<file path="src/rtl/sent_rx_pulse_decoder.sv">
// SENT receiver front-end: synchronises the raw line, measures falling-edge periods in ticks
// and decodes sync/status/data/CRC/pause pulses into one registered frame word per strobe.
module sent_rx_pulse_decoder #(
    parameter int unsigned TICK_CLKS = 8,
    parameter int unsigned NIBBLES   = 6,
    parameter bit          PAUSE_EN  = 1'b1
) (
    input  logic                 clk_rx,
    input  logic                 reset_n_rx,
    input  logic                 sent_in,
    output logic                 frame_valid,
    output logic [3:0]           status_out,
    output logic [4*NIBBLES-1:0] data_out,
    output logic [3:0]           crc_out,
    output logic                 serial_bit2,
    output logic                 serial_bit3,
    output logic                 pause_valid,
    output logic [9:0]           pause_ticks,
    output logic                 frame_error,
    output logic [2:0]           error_code
);

    typedef enum logic [2:0] {S_IDLE, S_HUNT, S_STATUS, S_DATA, S_CRC, S_POST} state_t;

    localparam int unsigned   CW       = (TICK_CLKS > 1) ? $clog2(TICK_CLKS) : 1;
    localparam int unsigned   DW       = 4 * NIBBLES;
    localparam logic [CW-1:0] CLK_LAST = CW'(TICK_CLKS - 1);
    localparam logic [CW-1:0] CLK_HALF = CW'(TICK_CLKS / 2);
    localparam logic [2:0]    IDX_LAST = 3'(NIBBLES - 1);
    localparam logic [9:0]    TICK_MAX = 10'd1023;
    localparam logic [2:0]    ERR_NIBBLE  = 3'd1;
    localparam logic [2:0]    ERR_SYNC    = 3'd2;
    localparam logic [2:0]    ERR_TIMEOUT = 3'd3;
    localparam logic [2:0]    ERR_POST    = 3'd4;

    state_t          state_q, state_d;
    logic            s1_q, s1_d, s2_q, s2_d, s3_q, s3_d, fall_q, fall_d;
    logic [CW-1:0]   clk_cnt_q, clk_cnt_d;
    logic [9:0]      tick_cnt_q, tick_cnt_d;
    logic [2:0]      idx_q, idx_d;
    logic [3:0]      status_sh_q, status_sh_d;
    logic [DW-1:0]   data_sh_q, data_sh_d;
    logic            frame_valid_q, frame_valid_d;
    logic [3:0]      status_out_q, status_out_d;
    logic [DW-1:0]   data_out_q, data_out_d;
    logic [3:0]      crc_out_q, crc_out_d;
    logic            serial_bit2_q, serial_bit2_d, serial_bit3_q, serial_bit3_d;
    logic            pause_valid_q, pause_valid_d;
    logic [9:0]      pause_ticks_q, pause_ticks_d;
    logic            frame_error_q, frame_error_d;
    logic [2:0]      error_code_q, error_code_d;

    logic            clk_wrap, timeout, is_sync, is_nib, is_pause;
    logic [CW-1:0]   clk_inc;
    logic [9:0]      tick_inc, p;
    logic [10:0]     p_sum;
    logic [3:0]      nib;

    always_comb begin
        s1_d   = sent_in;
        s2_d   = s1_q;
        s3_d   = s2_q;
        fall_d = s3_q & ~s2_q;

        // Period is taken from the counter value this cycle would produce, so the edge cycle
        // itself counts and the measured length equals the edge-to-edge distance in clocks.
        clk_wrap = (clk_cnt_q == CLK_LAST);
        clk_inc  = clk_wrap ? '0 : clk_cnt_q + CW'(1);
        tick_inc = (clk_wrap && (tick_cnt_q != TICK_MAX)) ? tick_cnt_q + 10'd1 : tick_cnt_q;
        p_sum    = {1'b0, tick_inc} + ((clk_inc >= CLK_HALF) ? 11'd1 : 11'd0);
        p        = p_sum[10] ? TICK_MAX : p_sum[9:0];

        is_sync  = (p == 10'd56);
        is_nib   = (p >= 10'd12) && (p <= 10'd27);
        nib      = 4'(p - 10'd12);
        is_pause = PAUSE_EN && (p >= 10'd12) && (p <= 10'd768) && !is_sync;
        timeout  = (state_q != S_IDLE) && clk_wrap && (tick_cnt_q == TICK_MAX - 10'd1);

        state_d       = state_q;
        idx_d         = idx_q;
        status_sh_d   = status_sh_q;
        data_sh_d     = data_sh_q;
        frame_valid_d = 1'b0;
        status_out_d  = status_out_q;
        data_out_d    = data_out_q;
        crc_out_d     = crc_out_q;
        serial_bit2_d = serial_bit2_q;
        serial_bit3_d = serial_bit3_q;
        pause_valid_d = 1'b0;
        pause_ticks_d = pause_ticks_q;
        frame_error_d = 1'b0;
        error_code_d  = error_code_q;

        if (state_q == S_IDLE) begin
            clk_cnt_d  = '0;
            tick_cnt_d = '0;
        end else begin
            clk_cnt_d  = clk_inc;
            tick_cnt_d = tick_inc;
        end

        if (fall_q) begin
            clk_cnt_d  = '0;
            tick_cnt_d = '0;
            case (state_q)
                S_IDLE: state_d = S_HUNT;
                S_HUNT: if (is_sync) state_d = S_STATUS;
                S_STATUS: begin
                    if (is_nib) begin
                        status_sh_d = nib;
                        idx_d       = '0;
                        state_d     = S_DATA;
                    end else if (is_sync) begin
                        frame_error_d = 1'b1;
                        error_code_d  = ERR_SYNC;
                    end else begin
                        frame_error_d = 1'b1;
                        error_code_d  = ERR_NIBBLE;
                        state_d       = S_HUNT;
                    end
                end
                S_DATA: begin
                    if (is_nib) begin
                        data_sh_d = (data_sh_q << 4) | DW'(nib);
                        idx_d     = idx_q + 3'd1;
                        if (idx_q == IDX_LAST) state_d = S_CRC;
                    end else if (is_sync) begin
                        frame_error_d = 1'b1;
                        error_code_d  = ERR_SYNC;
                        state_d       = S_STATUS;
                    end else begin
                        frame_error_d = 1'b1;
                        error_code_d  = ERR_NIBBLE;
                        state_d       = S_HUNT;
                    end
                end
                S_CRC: begin
                    if (is_nib) begin
                        crc_out_d     = nib;
                        status_out_d  = status_sh_q;
                        data_out_d    = data_sh_q;
                        serial_bit2_d = status_sh_q[2];
                        serial_bit3_d = status_sh_q[3];
                        frame_valid_d = 1'b1;
                        state_d       = S_POST;
                    end else begin
                        frame_error_d = 1'b1;
                        error_code_d  = ERR_NIBBLE;
                        state_d       = S_HUNT;
                    end
                end
                S_POST: begin
                    if (is_sync) begin
                        state_d = S_STATUS;
                    end else if (is_pause) begin
                        pause_ticks_d = p;
                        pause_valid_d = 1'b1;
                        state_d       = S_HUNT;
                    end else begin
                        frame_error_d = 1'b1;
                        error_code_d  = ERR_POST;
                        state_d       = S_HUNT;
                    end
                end
                default: state_d = S_IDLE;
            endcase
        end else if (timeout) begin
            frame_error_d = 1'b1;
            error_code_d  = ERR_TIMEOUT;
            state_d       = S_IDLE;
            clk_cnt_d     = '0;
            tick_cnt_d    = '0;
        end
    end

    always_ff @(posedge clk_rx or negedge reset_n_rx) begin
        if (!reset_n_rx) begin
            state_q       <= S_IDLE;
            s1_q          <= 1'b1;
            s2_q          <= 1'b1;
            s3_q          <= 1'b1;
            fall_q        <= 1'b0;
            clk_cnt_q     <= '0;
            tick_cnt_q    <= '0;
            idx_q         <= '0;
            status_sh_q   <= '0;
            data_sh_q     <= '0;
            frame_valid_q <= 1'b0;
            status_out_q  <= '0;
            data_out_q    <= '0;
            crc_out_q     <= '0;
            serial_bit2_q <= 1'b0;
            serial_bit3_q <= 1'b0;
            pause_valid_q <= 1'b0;
            pause_ticks_q <= '0;
            frame_error_q <= 1'b0;
            error_code_q  <= '0;
        end else begin
            state_q       <= state_d;
            s1_q          <= s1_d;
            s2_q          <= s2_d;
            s3_q          <= s3_d;
            fall_q        <= fall_d;
            clk_cnt_q     <= clk_cnt_d;
            tick_cnt_q    <= tick_cnt_d;
            idx_q         <= idx_d;
            status_sh_q   <= status_sh_d;
            data_sh_q     <= data_sh_d;
            frame_valid_q <= frame_valid_d;
            status_out_q  <= status_out_d;
            data_out_q    <= data_out_d;
            crc_out_q     <= crc_out_d;
            serial_bit2_q <= serial_bit2_d;
            serial_bit3_q <= serial_bit3_d;
            pause_valid_q <= pause_valid_d;
            pause_ticks_q <= pause_ticks_d;
            frame_error_q <= frame_error_d;
            error_code_q  <= error_code_d;
        end
    end

    assign frame_valid = frame_valid_q;
    assign status_out  = status_out_q;
    assign data_out    = data_out_q;
    assign crc_out     = crc_out_q;
    assign serial_bit2 = serial_bit2_q;
    assign serial_bit3 = serial_bit3_q;
    assign pause_valid = pause_valid_q;
    assign pause_ticks = pause_ticks_q;
    assign frame_error = frame_error_q;
    assign error_code  = error_code_q;

endmodule

</file>
<file path="config.mk">
export PLATFORM = sky130hd
export DESIGN_NAME = sent_rx_pulse_decoder
export DESIGN_NICKNAME = d
export VERILOG_FILES = /design/src/rtl/sent_rx_pulse_decoder.sv
export SDC_FILE = /design/constraint.sdc
export NUM_CORES = 1
export LEC_CHECK = 0
export CAP_MARGIN = 20
export CORE_ASPECT_RATIO = 2
export CORE_MARGIN = 5
export CORE_UTILIZATION = 45
export DETAILED_ROUTE_END_ITERATION = 10
export GPL_TIMING_DRIVEN = 0
export HOLD_SLACK_MARGIN = 0.08
export PLACE_DENSITY = 0.66
export SLEW_MARGIN = 20
export SYNTH_ARGS = -nofsm -noshare
export SYNTH_HDL_FRONTEND = slang
export SYNTH_SLANG_ARGS = --single-unit
</file>
<file path="constraint.sdc">
create_clock -name clk_rx -period 8.5 [get_ports clk_rx]
set_clock_uncertainty 0.05 [all_clocks]
set_input_delay 1.275 -clock clk_rx [delete_from_list [all_inputs] [get_ports clk_rx]]
set_output_delay 1.275 -clock clk_rx [all_outputs]
set_load 0.1 [all_outputs]
</file>
==> results <==
- The CTS tree is done.
- Post-CTS repair changed the size of 0 cells.
- The HPWL after detailed placement is 8860 µm.
- After the last flow step, the layout net total stands at 548.
- The signal arrival time at the worst endpoint is 5.44 ns.
- The minimum setup slack after placement is 3.30 ns.
- The final cycle utilization of the critical path is 61.9%.
- In this run the static leakage power is 2.85 nW.
- The analysis attributes to net switching a power of 0.000341 W.
- The cell row count is 54.
- Sorting the synthesized cells by how often they occur yields sky130_fd_sc_hd__dfrtp_1 (96), sky130_fd_sc_hd__nand2_1 (87), sky130_fd_sc_hd__nor2_1 (29), sky130_fd_sc_hd__mux2_4 (24).
- The share of total power dissipated in sequential elements is 44.9%.
- The final routed wire length divided by cell count is 17.3 µm.
- The clock passes through at most 2 buffers.
- The number of antenna diodes in the final layout is 0.
- The top cell type's share of synthesized area is 48.0%.
- The cell area power density is 185 mW/mm².
- The clock network is responsible for 37.5% of the overall power.
- Headroom to the max-slew limit came out at 33.9%.
- The overall fraction of global-route tracks in use is 18.0%.
- The initial antenna violation count is 0.
- The cell chosen for the clock root is sky130_fd_sc_hd__clkbuf_16.
- After synthesis the cells add up to 0.00500 mm².
- The pin count of the biggest net entering global routing is 83.
- Counting distinct cell types in the post-synthesis netlist gives 69.
- The layout cell share with drive strength beyond 1 is 15.8%.
- The kind of cell adding the most delay to the critical path is simple AND/OR/NAND/NOR gates.
- The maximum VDD drop is 0.106 mV.
- The cell with the biggest individual delay on the critical path is sky130_fd_sc_hd__mux2i_1.
- After synthesis, the cell types taking the most area are sky130_fd_sc_hd__dfrtp_1 (48%), sky130_fd_sc_hd__mux2_4 (7.2%), sky130_fd_sc_hd__nand2_1 (6.5%).
- For the finished layout, the period the worst path requires is 5.26 ns.
- The remaining antenna violation count is 0.
- The maximum fanout count along the critical path is 10.
- The insertion delay of the later-clocked pin in the worst-skew pair is 0.35 ns.
- The first global-routing pass estimated 19300 µm of wire.
- The first-pass iteration count of the detailed router is 4.
- The number of nets handed over by synthesis was 484.
- For the worst setup path, the data required time is 8.68 ns.
- The category of the critical setup timing path is reg2reg.
- Routability-driven placement finished with a final weighted congestion of 0.905.
- The core outline area is 0.0109 mm².
- The die is 159 µm tall.
- The total length of routed wires is 11800 µm.
- By instance count, the leading cell after synthesis is sky130_fd_sc_hd__dfrtp_1.
- The hold violation total from the final report is 0.
- The cell with the most instances on the worst path is sky130_fd_sc_hd__nand2_1.
- In this run, the number of DRC markers left after iteration 0 of detailed routing was 132.
- The sequential element share of the synthesized area is 49.6%.
- The count of max-cap constraint violations is 0.
- The die covers 0.0135 mm².
- Together, buffers and inverters on the worst path number 4.
- The clock-pin slew reported for the worst setup and hold paths after clock tree synthesis is 0.07 ns.
- The number of placed I/O pins is 53.
- TritonCTS created 9 clock buffers.
- The type of the tightest min-delay check is reg2reg.
- Combinational cells account for 17.6% of the total power.
- The residual DRC count is 0.
- The number of vias after detailed routing is 3699.
- The post-route worst setup slack is 3.24 ns.
- The fraction of power spent switching nets is 30.6%.
- The number of warnings reported in the yosys synthesis log is 0.
- Post-CTS timing repair inserted 0 buffers for setup.
- In this run, post-CTS hold repair placed 0 buffers.
- Across all hold checks on the routed design, the worst slack comes to 0.306 ns.
- The run finished with clean final reports.
- The number of clock sinks is 99.
- The H-tree depth is 3.
- The biggest cell delay along the critical path is 0.83 ns.
- The overflow left after global routing is 0.
- Traced cell by cell, the critical path runs through ha_1, ha_1, buf_2, nand3_2, nor3_1, mux2i_1, or3_1, clkbuf_1, nand2b_1, nand2_1, inv_1, ha_1, nand2_1, o221ai_1, a211oi_2, nor3_4, nand4_1, clkbuf_1, nand2_1, nand2_1.
- The total negative setup slack is 0 ns.
- The total power after layout is 0.00111 W.
- The via count of the first global-routing pass came to 3879.
- The internal portion of total power is 0.000773 W.
- The worst setup path is captured at a flip-flop.
- Setup violations remaining at the end of the flow were counted as 0.
- In the synthesized netlist the async set-or-reset flop fraction comes to 100%.
- For this configuration, the core starts out at a cell density of 46.0%.
- The startpoint type of the worst setup path is a flip-flop.
- During placement, the flow inserted port buffers numbering 52.
- Setup repair after global routing left no endpoint under its margin.
- Summed over all instances, the cell type with the most area after synthesis is sky130_fd_sc_hd__dfrtp_1.
- The growth of design area from synthesis to finish is 20.5%.
- The ratio of routed vias to standard cells is 5.45.
- The prevailing post-synth register cell is sky130_fd_sc_hd__dfrtp_1.
- After synthesis the netlist holds a flip-flop and latch count of 99.
- The max-slew violation total from the final report is 0.
- For the pin with the worst max-slew slack, the measured transition is 0.964 ns.
- In this run, synthesis inferred 0 flip-flops with an integrated enable.
- The maximum achievable frequency is 190 MHz.
- The die boundary width is 84.6 µm.
- The count of mapped cells out of synthesis is 470.
- The mean instance size in the synthesized netlist is 10.6 µm².
[power by group through the flow]
stage / Combinational (W) / Sequential (W) / Clock, W
3_5_place_dp: 0.000197 / 0.000509 / 0
5_1_grt: 0.000214 / 0.000503 / 0.000448
6_report: 0.000196 / 0.000500 / 0.000418
3_3_place_gp: 0.000193 / 0.000508 / 0
4_1_cts: 0.000198 / 0.000501 / 0.000425
2_1_floorplan: 0.0000859 / 0.000562 / 0
[stage by stage]
step           area [µm²]  utilization (%)  cells
5_1_grt              6030             55.4    679
4_1_cts              6030             55.4    679
2_1_floorplan        5000                -    470
6_report             6030             55.4    679
3_3_place_gp         5700             52.4    662
3_5_place_dp         5730             52.6    663
[path summary, 6_finish.rpt]
check	startpoint	end	slack (ns)	cells after the start
setup / recovery	clk_cnt_q[0]$_DFF_PN0_	data_sh_q[4]$_DFFE_PN0P_	3.24	20
hold / removal	s1_q$_DFF_PN1_	s2_q$_DFF_PN1_	0.31	0
setup reg to reg	clk_cnt_q[0]$_DFF_PN0_	data_sh_q[4]$_DFFE_PN0P_	3.24	20
hold reg to reg	s1_q$_DFF_PN1_	s2_q$_DFF_PN1_	0.31	0
max in group asynchronous	reset_n_rx	pause_ticks[3]$_DFFE_PN0P_	7.06	2
min in group asynchronous	reset_n_rx	data_out[22]$_DFFE_PN0N_	0.71	1
[metal layers]
layer	share of wire [%]	wire, µm	global-route usage [%]	up-vias
li1	-	-	-	1769
met1	36	4240	17.9	1820
met2	57	6730	34.4	84
met3	3.1	365	3.16	26
met4	3.6	425	9.37	0
met5	0	0	0	-
[logic make-up (layout without fill, tap and decap cells)]
| kind of cell | after synthesis | after routing | synth area share (%) |
|---|---|---|---|
| XOR/XNOR | 9 | 9 | 1.58 |
| buffers and inverters | 44 | 113 | 4.45 |
| adder cells (fa/ha/maj) | 11 | 11 | 2.75 |
| AND/OR/NAND/NOR | 185 | 185 | 18.5 |
| flip-flops | 99 | 99 | 49.6 |
| AO/OA/AOI/OAI | 77 | 77 | 11.4 |
| multiplexers | 45 | 45 | 11.7 |
[cell type report]
cell class | count | area (µm²)
repair buffers | 53 | 549
multi-input cells | 327 | 2300
flip-flops and latches | 99 | 2480
inverters | 19 | 71.3
clock buffers | 10 | 229
clock inverters | 6 | 72.6
well taps | 140 | 175
plain buffers | 25 | 151
fillers | 941 | 4850
[flip-flops by register name (all words and copies together), names as in the netlist, 4 cells and up]
register     flops
data_out        24
data_sh_q       24
pause_ticks     10
tick_cnt_q      10
crc_out          4
status_out       4
status_sh_q      4
[cell usage in the layout, fill, tap and decap left out, drive strengths merged, types with 9 or more instances in the layout]
cell type / synthesis / final
nand3: 13 / 13
nor2: 29 / 29
mux2: 36 / 36
a21oi: 13 / 13
buf: 16 / 18
nand2: 87 / 87
o21ai: 19 / 19
ha: 11 / 11
clkdlybuf4s50: 0 / 51
inv: 19 / 21
clkbuf: 9 / 19
dfrtp: 96 / 96
mux2i: 9 / 9
Note: power is estimated with default switching activity, not from simulation.
